**src/rtl/if_pkg.sv**
```systemverilog
`default_nettype none
// ============================================================================
//  Module      : if_pkg
//  Description : Shared types and constants for the instruction-fetch stage:
//                FSM state encoding, reset/NOP constants, the fetch bundle
//                carried by the skid buffer, and a PC increment helper.
//  Revision    : 1.0 - initial release
// ============================================================================
package if_pkg;

    // REQ: a fetch request is outstanding for cur_pc.
    // BUF: skid buffer full; no request is issued.
    typedef enum logic [0:0] {
        ST_REQ = 1'b0,
        ST_BUF = 1'b1
    } fetch_state_t;

    localparam logic [31:0] c_RESET_PC_DEFAULT = 32'h0000_3000;
    localparam logic [31:0] c_NOP_WORD_DEFAULT = 32'h0000_0000;

    typedef struct packed {
        logic [31:0] instr;
        logic [31:0] pc;
    } fetch_bundle_t;

    // Sequential-address increment; wraps modulo 2^32.
    function automatic logic [31:0] pc_plus4(input logic [31:0] pc);
        return pc + 32'd4;
    endfunction

endpackage
`default_nettype wire

```
**src/rtl/if_skid_buf.sv**
```systemverilog
`default_nettype none
// ============================================================================
//  Module      : if_skid_buf
//  Description : One-entry skid buffer holding a fetch bundle that arrived
//                while decode could not accept it.
//  Ports       : clk, reset  - clock / synchronous active-high reset
//                load        - capture load_data, mark full
//                drain       - entry consumed, mark empty
//                clear       - squash entry (wins over load and drain)
//                load_data   - bundle to capture
//                data, full  - stored bundle and occupancy flag
//  Revision    : 1.0 - initial release
// ============================================================================
module if_skid_buf
    import if_pkg::*;
(
    input  logic          clk,
    input  logic          reset,
    input  logic          load,
    input  logic          drain,
    input  logic          clear,
    input  fetch_bundle_t load_data,
    output fetch_bundle_t data,
    output logic          full
);

    fetch_bundle_t r_data;
    logic          r_full;

    always_ff @(posedge clk) begin
        if (reset) begin
            r_full <= 1'b0;
            r_data <= '0;
        end else if (clear) begin
            r_full <= 1'b0;
        end else if (load) begin
            r_full <= 1'b1;
            r_data <= load_data;
        end else if (drain) begin
            r_full <= 1'b0;
        end
    end

    assign data = r_data;
    assign full = r_full;

endmodule
`default_nettype wire

```
**src/rtl/if_pc_stage.sv**
```systemverilog
`default_nettype none
// ============================================================================
//  Module      : if_pc_stage
//  Description : Fetch-stage sequential core. Holds the fetch PC, issues
//                instruction-memory requests, and owns the IF/ID pipeline
//                register backed by a one-entry skid buffer so an ack that
//                lands during a decode stall is never lost.
//  Ports       : clk, reset            - clock / sync active-high reset
//                next_pc / cur_pc      - next-PC loop (cur_pc feeds imem too)
//                imem_req/ack/rdata    - variable-latency instruction memory
//                stall, flush          - decode hazard stall / redirect
//                id_valid, id_instr,
//                id_pc, id_pc_plus4    - IF/ID register to decode
//                fetch_busy            - skid buffer occupied (BUF state)
//                perf_fetched,
//                perf_stall_cyc        - saturating counters, only when
//                                        IF_PERF_CNT_EN is defined
//  Options     : `define IF_PERF_CNT_EN to add the performance counters.
//  Revision    : 1.0 - initial release
// ============================================================================
module if_pc_stage
    import if_pkg::*;
#(
    parameter logic [31:0] RESET_PC = c_RESET_PC_DEFAULT,
    parameter logic [31:0] NOP_WORD = c_NOP_WORD_DEFAULT
) (
    input  logic        clk,
    input  logic        reset,
    input  logic [31:0] next_pc,
    output logic [31:0] cur_pc,
    output logic        imem_req,
    input  logic        imem_ack,
    input  logic [31:0] imem_rdata,
    input  logic        stall,
    input  logic        flush,
    output logic        id_valid,
    output logic [31:0] id_instr,
    output logic [31:0] id_pc,
    output logic [31:0] id_pc_plus4,
    output logic        fetch_busy
`ifdef IF_PERF_CNT_EN
    ,
    output logic [31:0] perf_fetched,
    output logic [31:0] perf_stall_cyc
`endif
);

    fetch_state_t  r_state;
    fetch_state_t  w_state_next;

    logic [31:0]   r_cur_pc;
    logic          r_id_valid;
    logic [31:0]   r_id_instr;
    logic [31:0]   r_id_pc;
    logic [31:0]   r_id_pc_plus4;

    logic          w_accept;
    logic          w_load_imem;   // IF/ID <- imem data
    logic          w_load_skid;   // IF/ID <- skid entry
    logic          w_skid_load;
    logic          w_skid_clear;
    logic          w_pc_advance;
    logic          w_bubble;
    logic          w_squash;

    fetch_bundle_t w_skid_in;
    fetch_bundle_t w_skid_data;
    logic          w_skid_full;

    // An empty IF/ID slot can always take a new instruction, even under stall.
    assign w_accept = ~stall | ~r_id_valid;

    // ------------------------------------------------------------------
    // FSM: state register
    // ------------------------------------------------------------------
    always_ff @(posedge clk) begin
        if (reset) begin
            r_state <= ST_REQ;
        end else begin
            r_state <= w_state_next;
        end
    end

    // ------------------------------------------------------------------
    // FSM: next state, datapath strobes and outputs
    // ------------------------------------------------------------------
    always_comb begin
        w_state_next = r_state;
        w_load_imem  = 1'b0;
        w_load_skid  = 1'b0;
        w_skid_load  = 1'b0;
        w_skid_clear = 1'b0;
        w_pc_advance = 1'b0;
        w_bubble     = 1'b0;
        w_squash     = 1'b0;
        imem_req     = 1'b0;
        fetch_busy   = 1'b0;

        case (r_state)
            ST_REQ:  imem_req   = ~reset;
            ST_BUF:  fetch_busy = 1'b1;
            default: ;
        endcase

        if (flush) begin
            // Redirect: anything fetched or buffered is on the wrong path,
            // including an ack arriving this very cycle.
            w_squash     = 1'b1;
            w_skid_clear = 1'b1;
            w_pc_advance = 1'b1;
            w_state_next = ST_REQ;
        end else begin
            case (r_state)
                ST_REQ: begin
                    if (imem_ack) begin
                        w_pc_advance = 1'b1;
                        if (w_accept) begin
                            w_load_imem = 1'b1;
                        end else begin
                            w_skid_load  = 1'b1;
                            w_state_next = ST_BUF;
                        end
                    end else if (~stall) begin
                        // Decode consumed IF/ID and nothing replaces it.
                        w_bubble = 1'b1;
                    end
                end
                ST_BUF: begin
                    // cur_pc was already advanced when the skid filled.
                    if (~stall) begin
                        w_load_skid  = w_skid_full;
                        w_state_next = ST_REQ;
                    end
                end
                default: w_state_next = ST_REQ;
            endcase
        end
    end

    // ------------------------------------------------------------------
    // PC and IF/ID register
    // ------------------------------------------------------------------
    always_ff @(posedge clk) begin
        if (reset) begin
            r_cur_pc      <= RESET_PC;
            r_id_valid    <= 1'b0;
            r_id_instr    <= NOP_WORD;
            r_id_pc       <= 32'd0;
            r_id_pc_plus4 <= 32'd0;
        end else begin
            if (w_pc_advance) begin
                r_cur_pc <= next_pc;
            end

            if (w_squash || w_bubble) begin
                r_id_valid <= 1'b0;
                r_id_instr <= NOP_WORD;
            end else if (w_load_imem) begin
                r_id_valid    <= 1'b1;
                r_id_instr    <= imem_rdata;
                r_id_pc       <= r_cur_pc;
                r_id_pc_plus4 <= pc_plus4(r_cur_pc);
            end else if (w_load_skid) begin
                r_id_valid    <= 1'b1;
                r_id_instr    <= w_skid_data.instr;
                r_id_pc       <= w_skid_data.pc;
                r_id_pc_plus4 <= pc_plus4(w_skid_data.pc);
            end
        end
    end

    assign w_skid_in.instr = imem_rdata;
    assign w_skid_in.pc    = r_cur_pc;

    if_skid_buf u_skid (
        .clk       (clk),
        .reset     (reset),
        .load      (w_skid_load),
        .drain     (w_load_skid),
        .clear     (w_skid_clear),
        .load_data (w_skid_in),
        .data      (w_skid_data),
        .full      (w_skid_full)
    );

    assign cur_pc      = r_cur_pc;
    assign id_valid    = r_id_valid;
    assign id_instr    = r_id_instr;
    assign id_pc       = r_id_pc;
    assign id_pc_plus4 = r_id_pc_plus4;

`ifdef IF_PERF_CNT_EN
    logic [31:0] r_perf_fetched;
    logic [31:0] r_perf_stall_cyc;

    // Both counters stick at all-ones rather than wrapping.
    always_ff @(posedge clk) begin
        if (reset) begin
            r_perf_fetched   <= 32'd0;
            r_perf_stall_cyc <= 32'd0;
        end else begin
            if ((w_load_imem || w_load_skid) && (r_perf_fetched != 32'hFFFF_FFFF)) begin
                r_perf_fetched <= r_perf_fetched + 32'd1;
            end
            if (stall && r_id_valid && (r_perf_stall_cyc != 32'hFFFF_FFFF)) begin
                r_perf_stall_cyc <= r_perf_stall_cyc + 32'd1;
            end
        end
    end

    assign perf_fetched   = r_perf_fetched;
    assign perf_stall_cyc = r_perf_stall_cyc;
`endif

endmodule
`default_nettype wire

```
**config.mk**
```make
export PLATFORM = sky130hd
export DESIGN_NAME = if_pc_stage
export DESIGN_NICKNAME = d
export VERILOG_FILES = /design/src/rtl/if_pkg.sv /design/src/rtl/if_skid_buf.sv /design/src/rtl/if_pc_stage.sv
export SDC_FILE = /design/constraint.sdc
export NUM_CORES = 1
export LEC_CHECK = 0
export BUFFER_PORTS_ARGS = -buffer_cell sky130_fd_sc_hd__buf_2
export CAP_MARGIN = 30
export CORE_MARGIN = 5
export CORE_UTILIZATION = 58
export DETAILED_ROUTE_END_ITERATION = 7
export PLACE_DENSITY_LB_ADDON = 0.1
export SLEW_MARGIN = 20
export SYNTH_ARGS = -nofsm -noshare
export SYNTH_HDL_FRONTEND = slang
export SYNTH_SLANG_ARGS = --single-unit
```
**constraint.sdc**
```tcl
create_clock -name clk -period 5.4 [get_ports clk]
set_clock_uncertainty 0.2 [all_clocks]
set_input_delay 0.27 -clock clk [delete_from_list [all_inputs] [get_ports clk]]
set_output_delay 0.27 -clock clk [all_outputs]
set_load 0.02 [all_outputs]
```
==> Word-level counts from Yosys, hierarchy flattened <==
Cells that the tools add are included.
{ "op_classes": {"reduce_logical": 8, "bitwise": 7, "n_addsub": 2, "n_mux": 33} }
{ "ops": {"columns": ["operator", "n"], "rows": [
  ["32-bit 2-to-1 mux", 6],
  ["32-bit by 3-bit adder with 32-bit output (second input constant)", 2],
  ["1-bit 2-to-1 mux", 26],
  ["1-bit NOT", 6],
  ["2-bit OR reduction", 3],
  ["2-bit AND reduction", 2],
  ["2-bit nonzero test", 2],
  ["1-bit one-hot mux with 2 select lines", 1],
  ["1-bit logical OR", 1],
  ["1-bit OR", 1]
]} }
{ "word_totals": {"wordCells": 59, "out_inout_bits": 131, "input_bits": 69, "reg_bits": 195} }

==> Longest topological paths before layout <==
Gate-level depths: netlist of the first run.
{ "logic_depth": {"word_depth": 8, "depth_mapped": 14, "mapped_depth_nobuf": 11} }

==> Cells and area by module <==
A second synthesis of the first run with hierarchy kept.
{ "hier_totals": {"hier_cells": 1079, "area_unflattened_um2": 9228.9} }
{ "modules_own_cells": {"columns": ["mod", "cells_per_inst", "seq_area_each_um2", "area_per_inst_um2", "instances"], "rows": [
  ["if_pc_stage", 783, 2562.5, 6195.9, 1],
  ["if_skid_buf", 296, 1301.2, 3032.9, 1]
]} }

==> Worst setup path before layout of the first run <==
Ideal clock, no wire load.
{ "synth_path": {"path_type": "register to register", "startpoint": "reg r_state", "endpoint": "reg r_id_pc_plus4[22], in the netlist id_pc_plus4[22]", "setup_slack_ns": 2.106, "period_less_slack_ns": 3.294, "setup_time_ns": 0.132, "stages_incl_launch_ff": 14, "t_required_ns": 5.068, "t_arrival_ns": 2.962, "cell_sequence": "dfxtp_1 > nor3b_1 > nand2_1 > clkbuf_1 > clkbuf_1 > mux2i_1 > inv_1 > ha_1 > inv_1 > nor3_1 > a32oi_1 > or3_1 > nand3_1 > a21oi_1"} }
{ "synth_between": {"elab_chain_cells": 5, "elab_cells_between_ends": 11, "cone_classes": "7 x mux; 1 x bitwise; 3 x reduce/logical"} }
{ "synth_lines": {"columns": ["element", "line_no", "source"], "rows": [
  ["from (decl)", "if_pc_stage.sv:48", "fetch_state_t r_state;"],
  ["from (signal assigned)", "if_pc_stage.sv:80", "r_state <= w_state_next;"],
  ["1-bit 2-to-1 mux", "if_pc_stage.sv:113", "case (r_state)"],
  ["1-bit 2-to-1 mux", "if_pc_stage.sv:105", "if (flush) begin"],
  ["1-bit logical OR", "if_pc_stage.sv:155", "if (w_squash || w_bubble) begin"],
  ["1-bit NOT (no source line)", null, null],
  ["2-bit AND reduction (no source line)", null, null],
  ["to (signal assigned)", "if_pc_stage.sv:162", "r_id_pc_plus4 <= pc_plus4(r_cur_pc);"],
  ["to (signal assigned)", "if_pc_stage.sv:167", "r_id_pc_plus4 <= pc_plus4(w_skid_data.pc);"],
  ["to (decl)", "if_pc_stage.sv:55", "logic [31:0] r_id_pc_plus4;"]
]} }
Several ways; a longest one is shown, not always the timed one.
A chain may end at the register's enable or synchronous reset.

==> Worst setup path in the final report of the first run <==
{ "layout_path": {"startpoint": "in stall", "endpoint": "reg r_id_pc_plus4[15], in the netlist id_pc_plus4[15]"} }
{ "layout_between": {"elab_chain_cells": 8, "elab_cells_between_ends": 18, "cone_classes": "12 x mux; 3 x bitwise; 3 x reduce/logical"} }
{ "layout_lines": {"columns": ["element", "line_no", "source"], "rows": [
  ["from (decl)", "if_pc_stage.sv:34", "input logic stall,"],
  ["1-bit NOT", null, null],
  ["1-bit OR", "if_pc_stage.sv:71", "assign w_accept = ~stall | ~r_id_valid;"],
  ["1-bit 2-to-1 mux", "if_pc_stage.sv:117", "if (w_accept) begin"],
  ["1-bit 2-to-1 mux", "if_pc_stage.sv:115", "if (imem_ack) begin"],
  ["1-bit 2-to-1 mux", "if_pc_stage.sv:113", null],
  ["1-bit 2-to-1 mux", "if_pc_stage.sv:105", null],
  ["2-bit nonzero test (no source line)", null, null],
  ["2-bit AND reduction (no source line)", null, null]
]} }
Several ways; a longest one is shown, not always the timed one.

==> flow_summary.yaml, run 1 <==
placement:
  dp_cells: 1366
  dp_hpwl_um: 16200
  placed_cell_area_um2: 9260
  gp_congestion: 0.894
  port-buffer-count: 199
floorplanning:
  ios: 200
  fp-row-count: 43
  start_util_pct: 59.1
  chipHeight_um: 129
  die_w_um: 129
  core_um2: 13900
  die_area_um2: 16600
routing:
  final_antenna_net_count: 0
  drt-total-wl_um: 25700
  drtIter0Drc: 855
  wl_per_cell_um: 17.5
  vias_per_cell: 5.86
  route.detailed.drc: 0
  vias: 8593
  first_pass_iters: 8
hold_path:
  min_path_cells: 3
  hold_class: "in -> reg"
  min_from: "imem_ack"
  min_to: "id_valid"
sta:
  rsz0062_at_grt: "false"
  tightest_slew_ns: 0.809
  hold_viol_final: 0
  max_freq_mhz: 270
  tns_ns: 0
  fin_crit_ns: 3.70
  slew_violations: 0
  slew_headroom_pct: 46.1
  finalSetupViolCount: 0
  period_share_pct: 68.5
cells_and_area:
  multi_input_area_um2: 4060
  stdcell_area_um2: 10600
  final_cell_mix: "nand2_1, buf_2, dfxtp_1"
  fin_cells: 1467
  layout_commonest_cell: "nand2_1"
  num-fill-cells: 1059
  drive_gt1_share_pct: 19.8
  seqCellArea_um2: 3860
  nets: 1343
  area_growth_pct: 28.8
worst_setup_path:
  r2r_slack_ns: 1.88
  cp_slowest_cell: "buf_4"
  arrival_ns: 3.80
  crit_buf_inv: 3
  cp_top_family: "buffers and inverters"
  cp_cell_sequence: "dlygate4sd3_1 > buf_2 > nand2_1 > nand2_4 > buf_4 > mux2i_1 > a2111oi_0 > xor2_1 > o21ai_0"
  r2r_start: "id_valid"
  reg2reg_depth: 7
  cp-start-kind: "input pin"
  crit_fanout: 66
  r2r_end: "id_pc_plus4[15]"
  end_kind: "flip-flop"
  critical_path_class: "in -> reg"
  cp.required_ns: 5.50
  critPathMaxStageDelay_ns: 0.74
  startpoint: "stall"
global_route:
  gr-usage-all-layers_pct: 30.3
  grt_max_degree: 93
  first_global_vias: 7832
  antenna_found_initial: 0
  gr-total-overflow: 0
  grt_pass1_wl_um: 40600
clock_network:
  cts-root-buf: "clkbuf_16"
  worstSkewPairLatency_ns: 0.43
  cts_sinks: 193
  post_cts_resized: 0
  cts_tree: "done"
  clockBufferDepth: 2
  cts_inserted_buffers: 17
  clkTransAtPathRegs_ns: 0.07
  h-tree-depth: 4
  post_cts.repair.setup_buffers: 0
power_and_ir_drop:
  power.density_nw_per_um2: 297
  ir_worst_vdd_uv: 260
  total_power_mw: 3.14
  leakagePower_nw: 4.30
synthesis:
  ys_ff_latch: 193
  avgSynthCellArea_um2: 7.77
  ys.flop_type: "dfxtp_1"
  synth_edf_count: 0
  synth_cells: 1056
  ys_types: 59
  synthArstFlopShare_pct: 0
  yosysWarnings: 0
  seq_area_frac_synth_pct: 47.1
  syn-cell-area_um2: 8210
  syn_nets: 1126
flow_run:
  maxCapViolCount: 0
run_status:
  status: "complete, no violations"
## state kept, by name, summed over array words and instances, names as in the netlist
register / cells
u_skid.data: 64
cur_pc: 32
id_instr: 32
id_pc: 32
id_pc_plus4: 30
id_valid: 1
r_state: 1
u_skid.full: 1
## Yosys cell counts, drive strengths merged, types with 6 or more instances
library cell | n | area share, %
nor3 | 12 | 0.73
xnor2 | 9 | 0.96
nand2 | 315 | 14
nand3 | 25 | 1.5
a211oi | 24 | 2.2
a21oi | 111 | 6.8
nor2 | 90 | 4.1
and4 | 6 | 0.64
mux2i | 19 | 2.3
nand3b | 8 | 0.73
nand4 | 12 | 0.91
buf | 9 | 0.66
and2 | 7 | 0.53
dfxtp | 193 | 47
o21ai | 22 | 1.3
clkbuf | 73 | 3.3
xor2 | 6 | 0.64
a311oi | 39 | 4.2
and3 | 10 | 0.76
## power breakdown
| part | switching (mW) | internal, mW | total, mW |
|---|---|---|---|
| combinational | 0.203 | 0.128 | 0.330 |
| clock | 0.536 | 0.766 | 1.30 |
| sequential | 0.0445 | 1.47 | 1.51 |
| total | 0.783 | 2.36 | 3.14 |
## tightest hold or removal path, stage by stage
cell and delay [ns]:
buf_2 0.15, o31ai_4 0.13, nor2_1 0.11
## repair_timing
action	in CTS	in global routing
setup endpoints to repair	0	0
hold endpoints to repair	98	0
hold buffers	67	0
## how the worst max path moves through the flow
stage	endpoint	slack, ns	depth (start not counted)
after detailed placement	id_pc_plus4[15]	1.93	8
after floorplan	id_pc_plus4[22]	2.11	13
after global placement	id_pc_plus4[22]	2.08	12
after global routing	id_pc_plus4[15]	1.43	9
final	id_pc_plus4[15]	1.70	9
after CTS	id_pc_plus4[15]	1.79	9
## layer usage
metal  share of wire [%]  wire, µm  track usage [%]
met2                  44     11400             44.8
met4                 2.5       650             11.8
met3                 9.4      2420             7.14
met5                   0         0                0
met1                  44     11200             42.8
## logic make-up (layout without fill, tap and decap cells)
kind of cell	after synthesis	count (layout)	synth area share [%]
compound gates	236	236	18.4
xor+xnor	15	15	1.60
fa+ha+maj	1	1	0.152
buf+inv	86	316	4.18
flops	193	193	47.1
mux	20	20	2.45
other cells	0	1	0
simple gates	505	505	26.2
## area by class of cell
class,count,share of cell area [%]
tap,180,2.13
clock inverter,9,1.23
sequential,193,36.5
timing repair buffer,280,17.0
multi-input combinational,777,38.4
inverter,4,0.142
antenna,1,0.0237
clock buffer,23,4.52
## through the flow
| stage | utilization (%) | hold WS, ns | worst slack, ns |
|---|---|---|---|
| 2_1_floorplan | - | 0.184 | 2.11 |
| 3_3_place_gp | 66.7 | 0.237 | 2.08 |
| 3_5_place_dp | 66.7 | 0.243 | 1.93 |
| 4_1_cts | 76.0 | 0.0507 | 1.79 |
| 5_1_grt | 76.1 | 0.0766 | 1.43 |
| 6_report | 76.2 | 0.0650 | 1.70 |
Power figures use the tool's default switching activity.
==> run 2, diff against run 1 <==
Settings changed: ABC_AREA from default to 1, CORE_UTILIZATION 58 to 48.
Clock period 5.4 ns to 3.1 ns, I/O delays scaled along.
==> run 2 against run 1 <==
Net effect:
- via count is 0.65% lower
- first-iteration DRC count decreased by 21%
- total power increased by 76%
- register-to-register slack lost 1.6 ns
- synthesized cell count rose by 13%
- count of clock-buffer cells in the layout down 3
- flip-flop and latch count is the same
- area after synthesis up 1.5%
==> flow_summary.yaml, run 2 <==
synthesis:
  synth.most_common_cell: "nand2_1"
  seq_area_frac_synth_pct: 46.4
  ys.flop_type: "dfxtp_1"
  synth_cells: 1190
  syn-cell-area_um2: 8330
  syn_nets: 1260
  synthArstFlopShare_pct: 0
  synth_edf_count: 0
  synth_top_area_share_pct: 46.4
  ys_types: 32
  yosysWarnings: 0
  ys_ff_latch: 193
  synth.area.top_cells: "dfxtp_1, nand2_1, nor2_1"
  yosysTopAreaCell: "dfxtp_1"
  avgSynthCellArea_um2: 7.00
  netlist_top_cells_count: "nand2_1, dfxtp_1, nor2_1, nand3_1, o21ai_0"
sta:
  fin_crit_ns: 2.82
  hold_viol_final: 0
  max_freq_mhz: 354
  slew_violations: 0
  finalSetupViolCount: 0
  period_share_pct: 91.1
  tightest_slew_ns: 0.924
  slew_headroom_pct: 38.4
  rsz0062_at_grt: "false"
  hold_ws_ns: 0.257
  tns_ns: 0
  setup_ws_ns: 0.276
placement:
  port-buffer-count: 199
  placed_cell_area_um2: 9410
  gp_congestion: 0.911
  dp_hpwl_um: 16800
  dp_slack_ns: 0.286
  dp_cells: 1553
cells_and_area:
  final_core_util_pct: 62.5
  num-fill-cells: 1613
  layout_commonest_cell: "nand2_1"
  stdcell_area_um2: 10700
  drive_gt1_share_pct: 19.9
  final_cell_mix: "nand2_1, buf_2, dfxtp_1"
  fin_cells: 1655
  area_growth_pct: 28.7
  largest_reg_flops: 64
  nets: 1487
  antenna_cells: 0
clock_network:
  cts_sinks: 193
  clockBufferDepth: 2
  clkTransAtPathRegs_ns: 0.07
  h-tree-depth: 4
  cts_inserted_buffers: 17
  worstSkewPairLatency_ns: 0.43
  cts-root-buf: "clkbuf_16"
  cts_tree: "done"
routing:
  vias_per_cell: 5.16
  drt-total-wl_um: 25000
  wl_per_cell_um: 15.1
  drtIter0Drc: 672
  vias: 8537
  final_antenna_net_count: 0
  first_pass_iters: 5
  route.detailed.drc: 0
worst_setup_path:
  cp-start-kind: "flip-flop"
  crit_fanout: 31
  critical_path_class: "reg -> reg"
  end_kind: "flip-flop"
  arrival_ns: 2.95
  cp.required_ns: 3.23
floorplanning:
  chipHeight_um: 142
  start_util_pct: 48.5
  ios: 200
  die_area_um2: 20100
  die_w_um: 142
  fp-row-count: 48
  core_um2: 17200
run_status:
  status: "complete, no violations"
global_route:
  gr-total-overflow: 0
  grt_max_degree: 74
  antenna_found_initial: 0
  gr-usage-all-layers_pct: 24.4
  first_global_vias: 7768
  grt_pass1_wl_um: 39900
power_and_ir_drop:
  leakagePower_nw: 4.73
  ir_worst_vdd_uv: 388
  total_power_mw: 5.54
  power.density_nw_per_um2: 516
flow_run:
  maxCapViolCount: 0
hold_path:
  hold_class: "reg -> reg"
## run 2: final timing paths
check,from,end,slack [ns],cells past startpoint
min,u_skid.data[25],u_skid.data[25],0.26,2
max reg2reg,r_state,id_pc_plus4[23],0.28,14
max,r_state,id_pc_plus4[23],0.28,14
min reg2reg,u_skid.data[25],u_skid.data[25],0.26,2
## run 2: report_power, final
| group | switching, mW | internal (mW) |
|---|---|---|
| sequential | 0.0662 | 2.56 |
| combinational | 0.410 | 0.232 |
| clock | 0.997 | 1.27 |
## run 2: cells by family (layout without fill, tap and decap cells)
| logic type | count (synthesis) | in the layout | share of synthesized area [%] |
|---|---|---|---|
| DFF | 193 | 193 | 46.4 |
| and+or+nand+nor | 621 | 621 | 31.3 |
| buffers and inverters | 150 | 390 | 7.63 |
| AOI/OAI and AO/OA | 223 | 223 | 14.3 |
| xor gates and xnor gates | 2 | 2 | 0.210 |
| adders and majority gates | 1 | 1 | 0.150 |
## run 2: final cells by class
| cell class | instances | area [µm²] | area share (%) |
|---|---|---|---|
| clock inverters | 12 | 145 | 1.35 |
| clock buffers | 20 | 467 | 4.35 |
| multi-input cells | 847 | 3860 | 36.0 |
| flip-flops and latches | 193 | 3860 | 36.0 |
| well taps | 225 | 282 | 2.62 |
| inverters | 69 | 259 | 2.41 |
| repair buffers | 289 | 1850 | 17.3 |
## run 2: critical path: stages, from the launching register on
cell     delay, ns
dfxtp_1       0.56
nor2_4        0.09
nand3_4       0.27
buf_4         0.28
nand2_1       0.07
nand2_1       0.21
nand2_1       0.15
nor2_1        0.17
nand2_1       0.09
nor2_2        0.31
nand2_1       0.09
nand2_1       0.08
nand3_1       0.06
nand2_1       0.06
inv_1         0.04
## run 2: repair_timing
action / 4_1_cts / 5_1_grt
hold buffers: 69 / 0
hold endpoints to repair: 106 / 0
endpoints found under the setup margin: 0 / 0
resized for setup: 0 / 0
setup buffers: 0 / 0
## run 2: per-layer routing
layer	part of all wire, %	GRT usage, %	vias up	routed length [µm]
li1	-	-	4347	-
met1	48	34.6	3903	11900
met2	44	37.2	259	11000
met3	6.7	5.29	28	1670
met4	1.8	7.47	0	439
met5	0	0	-	0
==> run 3, diff against run 2 <==
Settings changed: PLACE_DENSITY from default to 0.82, PLACE_DENSITY_LB_ADDON 0.1 to default.
==> run 3 against run 2 <==
Net effect:
- sequential share of layout area down 0.080 points
- total power is 0.99% higher
- largest cell class unchanged
- via count rose by 4.8%
- wire length rose by 6.3%
==> flow_summary.yaml, run 3 (synthesized netlist as in run 2, its figures left out) <==
hold_path:
  min_path_cells: 3
  min_to: "cur_pc[12]"
  hold_class: "in -> reg"
  min_from: "reset"
floorplanning:
  ios: 200
  die_w_um: 142
  chipHeight_um: 142
  core_um2: 17200
  fp-row-count: 48
  start_util_pct: 48.5
  die_area_um2: 20100
routing:
  drt-total-wl_um: 26600
  vias: 8944
  final_antenna_net_count: 0
  vias_per_cell: 5.41
  route.detailed.drc: 0
  drtIter0Drc: 1062
  wl_per_cell_um: 16.1
  first_pass_iters: 6
sta:
  slew_violations: 0
  tightest_slew_ns: 0.782
  fin_crit_ns: 2.80
  period_share_pct: 90.3
  max_freq_mhz: 357
  slew_headroom_pct: 47.8
  tns_ns: 0
  hold_viol_final: 0
  rsz0062_at_grt: "false"
  finalSetupViolCount: 0
worst_setup_path:
  cp_top_family: "simple AND/OR/NAND/NOR gates"
  cp_slowest_cell: "dlygate4sd3_1"
  r2r_slack_ns: 0.36
  end_kind: "flip-flop"
  cp-start-kind: "input pin"
  arrival_ns: 2.93
  crit_buf_inv: 5
  r2r_start: "r_state"
  reg2reg_depth: 14
  cp_cell_sequence: "dlygate4sd3_1 > buf_2 > inv_2 > buf_4 > nand4_1 > nand2_1 > nand2_1 > nor2_4 > nand3_1 > nor2_2 > nand2_1 > nand2_1 > nand3_1 > nand2_1 > inv_1"
  r2r_end: "id_pc_plus4[23]"
  cp.required_ns: 3.24
  critical_path_class: "in -> reg"
  crit_fanout: 55
  crit_top_cell: "nand2_1"
  critPathMaxStageDelay_ns: 0.55
cells_and_area:
  antenna_cells: 0
  largest_reg_flops: 64
  final_cell_mix: "nand2_1, buf_2, dfxtp_1"
  layout_commonest_cell: "nand2_1"
  stdcell_area_um2: 10800
  area_growth_pct: 29.0
  nets: 1486
  drive_gt1_share_pct: 19.7
  num-fill-cells: 1482
global_route:
  gr-usage-all-layers_pct: 26.0
  antenna_found_initial: 0
  grt_pass1_wl_um: 42600
  gr-total-overflow: 0
  first_global_vias: 8324
  grt_max_degree: 74
clock_network:
  cts_inserted_buffers: 17
  cts_sinks: 193
  clkTransAtPathRegs_ns: 0.07
  h-tree-depth: 4
  cts_tree: "done"
  clockBufferDepth: 2
  cts-root-buf: "clkbuf_16"
  worstSkewPairLatency_ns: 0.43
flow_run:
  maxCapViolCount: 0
placement:
  gp_congestion: 0.924
  placed_cell_area_um2: 9420
  dp_hpwl_um: 17300
  port-buffer-count: 199
power_and_ir_drop:
  power.density_nw_per_um2: 520
  ir_worst_vdd_uv: 376
  leakagePower_nw: 4.74
  total_power_mw: 5.59
run_status:
  status: "complete, no violations"
==> run 3: power by group <==
group	switching, mW	total [mW]	leakage [nW]	internal (mW)
logic	0.419	0.654	2.86	0.235
clock network	0.999	2.31	0.305	1.31
registers	0.0673	2.63	1.57	2.56
==> run 3: worst max path at each step <==
stage,startpoint,end,slack (ns),cells after the start
after floorplan,r_state,id_pc_plus4[24],0.68,16
after global placement,r_state,id_pc_plus4[23],0.50,14
after detailed placement,r_state,id_pc_plus4[24],0.39,15
after CTS,flush,id_pc_plus4[23],0.35,15
after global routing,imem_ack,id_pc_plus4[26],0.13,17
final,flush,id_pc_plus4[23],0.30,15
==> run 3: per-layer routing <==
metal | global-route usage [%] | share of wire (%) | up-vias
met4 | 12.4 | 4.6 | 0
met1 | 34.8 | 42 | 4069
met2 | 40.3 | 45 | 448
met5 | 0 | 0 | -
met3 | 5.49 | 8.3 | 92
li1 | - | - | 4335
==> run 3: worst min-delay path: cells and delay by family <==
| family | cells | cell delay (ns) |
|---|---|---|
| AND/OR/NAND/NOR | 1 | 0.19 |
| buffers and inverters | 2 | 0.46 |
==> run 3: cell type report <==
type	instances	area [µm²]	share of cell area (%)
Clock buffer	19	443	4.12
Clock inverter	13	173	1.61
Inverter	69	259	2.41
Multi-Input combinational cell	847	3860	35.9
Sequential cell	193	3860	35.9
Tap cell	225	282	2.62
Timing Repair Buffer	288	1870	17.4
==> run 3: metrics by stage <==
| stage | hold slack, ns | utilization [%] | instances | setup slack, ns |
|---|---|---|---|---|
| after floorplan | 0.0682 | - | 1190 | 0.679 |
| after global placement | 0.156 | 54.9 | 1551 | 0.499 |
| after detailed placement | 0.163 | 54.9 | 1551 | 0.394 |
| after CTS | 0.194 | 62.5 | 1653 | 0.354 |
| after global routing | 0.239 | 62.6 | 1654 | 0.134 |
| final | 0.207 | 62.6 | 1654 | 0.301 |
==> run 3: what timing repair did <==
item,CTS,global route
hold buffers,70,0
endpoints found under the hold margin,99,0
buffers inserted,0,0
gates resized for setup,0,0
